`config.mk`:
```
export PLATFORM = sky130hd
export DESIGN_NAME = timer_ctrl
export DESIGN_NICKNAME = d
export VERILOG_FILES = /design/src/rtl/timer_ctrl.sv
export SDC_FILE = /design/constraint.sdc
export NUM_CORES = 1
export LEC_CHECK = 0
export CAP_MARGIN = 20
export CORE_ASPECT_RATIO = 0.8
export CORE_MARGIN = 5
export CORE_UTILIZATION = 60
export DETAILED_ROUTE_END_ITERATION = 12
export PLACE_DENSITY_LB_ADDON = 0.25
export SYNTH_ARGS = -nofsm -noshare
export SYNTH_HDL_FRONTEND = slang
export SYNTH_SLANG_ARGS = --single-unit
export TNS_END_PERCENT = 1
```
`constraint.sdc`:
```
create_clock -name clock -period 7.4 [get_ports clock]
set_clock_uncertainty 0.15 [all_clocks]
set_input_delay 2.22 -clock clock [delete_from_list [all_inputs] [get_ports clock]]
set_output_delay 2.22 -clock clock [all_outputs]
set_load 0.02 [all_outputs]
```
`src/rtl/timer_ctrl.sv`:
```
// ---------------------------------------------------------------------------
// timer_ctrl
//
// Sequencing controller for the countdown timer datapath. It owns the
// IDLE/RUN/PAUSED/DONE state machine, the 1 s prescaler and the mm:ss
// down-counter. Every output is a register, so an event sampled on edge n
// becomes visible just after edge n.
//
// Parameters
//   TICKS_PER_SEC  clock cycles per 1 s tick (minimum 2)
//   MAX_MIN        upper clamp applied to loaded minutes
//
// Ports
//   clock    in   system clock
//   reset    in   synchronous, active-high reset
//   start_p  in   one-cycle start pulse (already edge-detected)
//   pause_p  in   one-cycle pause/resume pulse
//   stop_p   in   one-cycle stop pulse
//   min_in   in   requested minutes (binary), sampled only on accepted start
//   sec_in   in   requested seconds (binary), sampled only on accepted start
//   min_out  out  current minutes
//   sec_out  out  current seconds (never above 59)
//   state    out  00 IDLE, 01 RUN, 10 PAUSED, 11 DONE
//   tick     out  one-cycle pulse on each applied 1 s decrement
//   done     out  high while in DONE
// ---------------------------------------------------------------------------
module timer_ctrl #(
  parameter int TICKS_PER_SEC = 100000000,
  parameter int MAX_MIN       = 99
) (
  input  logic       clock,
  input  logic       reset,
  input  logic       start_p,
  input  logic       pause_p,
  input  logic       stop_p,
  input  logic [6:0] min_in,
  input  logic [6:0] sec_in,
  output logic [6:0] min_out,
  output logic [6:0] sec_out,
  output logic [1:0] state,
  output logic       tick,
  output logic       done
);

  localparam int PW = (TICKS_PER_SEC > 2) ? $clog2(TICKS_PER_SEC) : 1;
  localparam logic [PW-1:0] PRESC_LAST = PW'(TICKS_PER_SEC - 1);
  localparam logic [6:0]    MAX_MIN_V  = 7'(MAX_MIN);
  localparam logic [6:0]    MAX_SEC_V  = 7'd59;

  typedef enum logic [1:0] {
    ST_IDLE   = 2'b00,
    ST_RUN    = 2'b01,
    ST_PAUSED = 2'b10,
    ST_DONE   = 2'b11
  } state_t;

  state_t        state_reg;
  logic [PW-1:0] presc_reg;
  logic [6:0]    min_reg;
  logic [6:0]    sec_reg;
  logic          tick_reg;
  logic          done_reg;

  // Clamped load value and whether it would be an empty (00:00) load.
  logic [6:0] load_min;
  logic [6:0] load_sec;
  logic       load_zero;

  // Value the counter takes on the next applied decrement.
  logic [6:0] dec_min;
  logic [6:0] dec_sec;
  logic       dec_zero;
  logic       presc_last;

  always_comb begin
    load_min  = (min_in > MAX_MIN_V) ? MAX_MIN_V : min_in;
    load_sec  = (sec_in > MAX_SEC_V) ? MAX_SEC_V : sec_in;
    load_zero = (load_min == 7'd0) && (load_sec == 7'd0);
  end

  always_comb begin
    dec_min = min_reg;
    dec_sec = sec_reg;
    if (sec_reg != 7'd0) begin
      dec_sec = sec_reg - 7'd1;
    end else begin
      // Borrow from minutes. Never reached with 00:00 in RUN because a
      // zero load is refused and 00:00 moves the machine to DONE.
      dec_sec = MAX_SEC_V;
      dec_min = min_reg - 7'd1;
    end
    dec_zero   = (dec_min == 7'd0) && (dec_sec == 7'd0);
    presc_last = (presc_reg == PRESC_LAST);
  end

  always_ff @(posedge clock) begin
    if (reset) begin
      state_reg <= ST_IDLE;
      presc_reg <= '0;
      min_reg   <= '0;
      sec_reg   <= '0;
      tick_reg  <= 1'b0;
      done_reg  <= 1'b0;
    end else begin
      // tick is a single-cycle pulse; only the terminal-count branch raises it.
      tick_reg <= 1'b0;
      case (state_reg)
        ST_IDLE: begin
          // pause_p and stop_p are meaningless here.
          if (start_p && !load_zero) begin
            min_reg   <= load_min;
            sec_reg   <= load_sec;
            presc_reg <= '0;
            done_reg  <= 1'b0;
            state_reg <= ST_RUN;
          end
        end

        ST_RUN: begin
          if (stop_p) begin
            min_reg   <= '0;
            sec_reg   <= '0;
            presc_reg <= '0;
            done_reg  <= 1'b0;
            state_reg <= ST_IDLE;
          end else if (pause_p) begin
            // Prescaler holds even at its terminal count, so a tick that
            // was due now is delivered on the first RUN cycle after resume.
            state_reg <= ST_PAUSED;
          end else if (presc_last) begin
            presc_reg <= '0;
            tick_reg  <= 1'b1;
            min_reg   <= dec_min;
            sec_reg   <= dec_sec;
            if (dec_zero) begin
              // DONE is entered on the same edge that writes 00:00.
              state_reg <= ST_DONE;
              done_reg  <= 1'b1;
            end
          end else begin
            presc_reg <= presc_reg + PW'(1);
          end
        end

        ST_PAUSED: begin
          if (stop_p) begin
            min_reg   <= '0;
            sec_reg   <= '0;
            presc_reg <= '0;
            done_reg  <= 1'b0;
            state_reg <= ST_IDLE;
          end else if (start_p || pause_p) begin
            // Resume; prescaler continues from its held value.
            state_reg <= ST_RUN;
          end
        end

        ST_DONE: begin
          if (stop_p) begin
            min_reg   <= '0;
            sec_reg   <= '0;
            presc_reg <= '0;
            done_reg  <= 1'b0;
            state_reg <= ST_IDLE;
          end else if (start_p && !load_zero) begin
            // Restart behaves exactly like a load from IDLE.
            min_reg   <= load_min;
            sec_reg   <= load_sec;
            presc_reg <= '0;
            done_reg  <= 1'b0;
            state_reg <= ST_RUN;
          end
        end

        default: begin
          state_reg <= ST_IDLE;
        end
      endcase
    end
  end

  assign min_out = min_reg;
  assign sec_out = sec_reg;
  assign state   = state_reg;
  assign tick    = tick_reg;
  assign done    = done_reg;

endmodule

```
==> qor_table.md <==
| Quantity | Value |
|:---|:---|
| Critical path class | in -> reg |
| Final routed wirelength across all metal layers | 8730 um |
| CTS tree | done |
| Seq/Total Area, Yosys | 29.7% |
| GR Util met1 | 41.0% |
| Unrepaired setup endpoints after global routing | false |
| Sink count of the clock tree | 45 |
| Prevailing post-synth register cell | sky130_fd_sc_hd__dfxtp_1 |
| Via Count | 3,306 |
| Area delta synth->final | 13.0% |
| Hold crit path type | reg -> reg |
| Placed Area | 3350 sq um |
| Worst-Skew Late Latency | 0.30 ns |
| Shortest period the worst path allows | 4.78 ns |
| Remaining global-route overflow | 0 |
| Kind of launch point of the worst setup path | input port |
| Cell count after synthesis | 385 |
| Fraction of final layout cells with drive strength greater than 1 | 7.37% |
| Number of cells traversed by the worst hold path | 2 |
| Crit share post-route | 64.6% |
| Distinct cells, synth | 62 |
| Count of unresolved DRC violations after routing | 0 |
| Detail-routed via count per cell | 7.05 |
| Detailed placement HPWL | 6070 um |
| MaxCap Viol Count | 0 |
| Worst rel slew slack | 27.7% |
| Number of top-level pins | 37 |
| Post-route design area | 3430 sq um |
| Wire length of the first global-routing pass | 14,100 um |
| Post-CTS resize count | 0 |
| Area share of the largest cell type after synthesis | 29.7% |
| Combined area of all synthesized cells | 3040 sq um |
| Hold Fails Final Rpt | 0 |
| GR Util met3 | 6.84% |
| Warnings, synthesis | 0 |
| Worst slew pin tran | 1.07 ns |
| Commonest non-fill, non-tap cell in the layout | sky130_fd_sc_hd__dfxtp_1 |
| F_max | 209 MHz |
| Maximum number of pins on one net before global-route repair | 46 |
| Core footprint | 4950 sq um |
| Outcome | finished clean |
| Max reg flops | 27 |
| Startpoint of the worst-slack reg-to-reg timing path | sec_out[0] |
| Clock Pin Slew Worst Setup and Hold Paths | 0.08 ns |
| Final slew viol count | 0 |
| Highest ir drop seen on vdd | 106 uV |
| Port buffer count | 36 |
| Cell type with the largest total area after synthesis | sky130_fd_sc_hd__dfxtp_1 |
| Violation count after the first detailed-route iteration | 394 |
| EDFF count, synth | 0 |
| Required arrival time at the worst endpoint | 7.46 ns |
| Syn_nets | 408 |
| Die ar. | 6600 sq um |
| Post-CTS Setup Bufs | 0 |
| Final Setup Violations | 0 |
| H-tree depth | 2 |
| Leak pwr | 1.03 nW |
| Number of antenna cells inserted | 0 |
| Final net count | 430 |
| Post-synthesis sequential element count | 45 |
| Average cell area after synthesis | 7.89 sq um |
| Worst R2R End | done |
| Drt wl/cell | 18.6 um |
| Post-synth ARST share | 0% |
| GRT Overall Usage | 27.0% |
| Cells taking the most area after synthesis | sky130_fd_sc_hd__dfxtp_1 30%, sky130_fd_sc_hd__a311oi_1 5.8%, sky130_fd_sc_hd__o21ai_0 4.8%, sky130_fd_sc_hd__nand2_1 4.2%, sky130_fd_sc_hd__a21oi_1 3.8% |
| Sum of negative setup slack | 0 ns |
| Global Route met2 Usage | 37.5% |
| Data arrival time at the worst-slack endpoint | 4.84 ns |
| Vias in the first global route | 2,838 |
| Total iterations of the first detailed-routing run | 6 |
| Antenna Nets Post-Route | 0 |
| Final estimated routing congestion in global placement | 0.916 |
| Deepest clock path buffer count | 2 |
| Root Driver | sky130_fd_sc_hd__clkbuf_8 |
| Rows | 23 |
| CTS Hold Bufs | 0 |
| Startpoint of the worst hold path | sec_out[6] |
| Commonest cells after routing, fill and taps aside | 45 x sky130_fd_sc_hd__dfxtp_1, 36 x sky130_fd_sc_hd__clkdlybuf4s50_1, 34 x sky130_fd_sc_hd__nand2_1 |
| FF-to-FF path depth | 7 |
| Initial core utilization | 61.4% |
| TritonCTS buffer count | 5 |
| Crit-path max FO | 12 |
| GR peak layer | met1 |
| Overall die height | 73.6 um |
| Total power density per cell area | 158 nW/um^2 |
| Number of antenna violations at the first check in global routing | 0 |
| Terminating pin of the worst hold path | sec_out[6] |
| Crit. End Element | flop |
| Setup slack on the worst flop-to-flop path | 4.61 ns |
| X dimension of the die | 89.6 um |
-- metal layers --
layer / vias to the layer above / share of wire [%]
li1: 1561 / -
met1: 1549 / 46
met2: 177 / 43
met3: 19 / 9.6
met4: 0 / 1.5
met5: - / 0
-- worst max-delay path, cell delays in order --
cell and delay [ns]:
sky130_fd_sc_hd__clkdlybuf4s50_1 0.55, sky130_fd_sc_hd__or4b_1 0.71, sky130_fd_sc_hd__or4_4 0.51, sky130_fd_sc_hd__nor3_4 0.41, sky130_fd_sc_hd__a211oi_1 0.15, sky130_fd_sc_hd__a311oi_1 0.28
-- kinds of logic (layout without fill, tap and decap cells) --
kind of cell | after synthesis | in the layout | share of synthesized area [%]
AND/OR/NAND/NOR | 162 | 162 | 29.4
flip-flops | 45 | 45 | 29.7
XOR/XNOR | 5 | 5 | 1.44
multiplexers | 1 | 1 | 0.330
buffers and inverters | 37 | 59 | 6.84
AO/OA/AOI/OAI | 131 | 131 | 30.7
adder cells (fa/ha/maj) | 4 | 4 | 1.65
-- stage by stage --
stage / utilization (%) / power, mW / instances / hold WS (ns) / worst slack, ns
2_1_floorplan: - / 0.348 / 385 / 0.310 / 3.24
3_3_place_gp: 67.6 / 0.387 / 462 / 0.335 / 2.44
3_5_place_dp: 67.6 / 0.388 / 462 / 0.350 / 2.37
4_1_cts: 69.4 / 0.541 / 469 / 0.366 / 2.67
5_1_grt: 69.4 / 0.566 / 469 / 0.403 / 2.53
6_report: 69.4 / 0.541 / 469 / 0.369 / 2.62
-- synth_stat cells (9+ instances only) --
master,count
sky130_fd_sc_hd__a21oi_1,23
sky130_fd_sc_hd__nor3_1,15
sky130_fd_sc_hd__clkbuf_1,10
sky130_fd_sc_hd__nand4_1,12
sky130_fd_sc_hd__nand3_1,23
sky130_fd_sc_hd__a31oi_1,14
sky130_fd_sc_hd__inv_1,12
sky130_fd_sc_hd__dfxtp_1,45
sky130_fd_sc_hd__a211oi_1,9
sky130_fd_sc_hd__nand2_1,34
sky130_fd_sc_hd__nor2_1,24
sky130_fd_sc_hd__a311oi_1,20
sky130_fd_sc_hd__o21ai_0,29
-- cell type report --
class | instances | area (sq um)
multi-input combinational | 303 | 1930
sequential | 45 | 901
clock buffer | 7 | 86.3
inverter | 12 | 45.0
timing repair buffer | 40 | 390
fill | 417 | 1520
tap | 62 | 77.6
-- worst max-delay path by stage --
stage | startpoint | to | slack (ns) | depth (start not counted)
floorplan | stop_p | sec_out[4] | 3.24 | 8
global placement | stop_p | min_out[6] | 2.44 | 6
detailed placement | stop_p | min_out[6] | 2.37 | 6
CTS | stop_p | min_out[6] | 2.67 | 6
global route | stop_p | min_out[6] | 2.53 | 6
finish | stop_p | min_out[6] | 2.62 | 6
-- report_power, final --
| part | internal, mW | leakage, nW | total, mW | switching [mW] |
|---|---|---|---|---|
| Sequential | 0.248 | 0.365 | 0.260 | 0.0114 |
| Combinational | 0.0531 | 0.620 | 0.127 | 0.0742 |
| Clock | 0.0742 | 0.0443 | 0.154 | 0.0802 |
| Total | 0.375 | 1.03 | 0.541 | 0.166 |
Note: power is estimated with default switching activity, not from simulation.
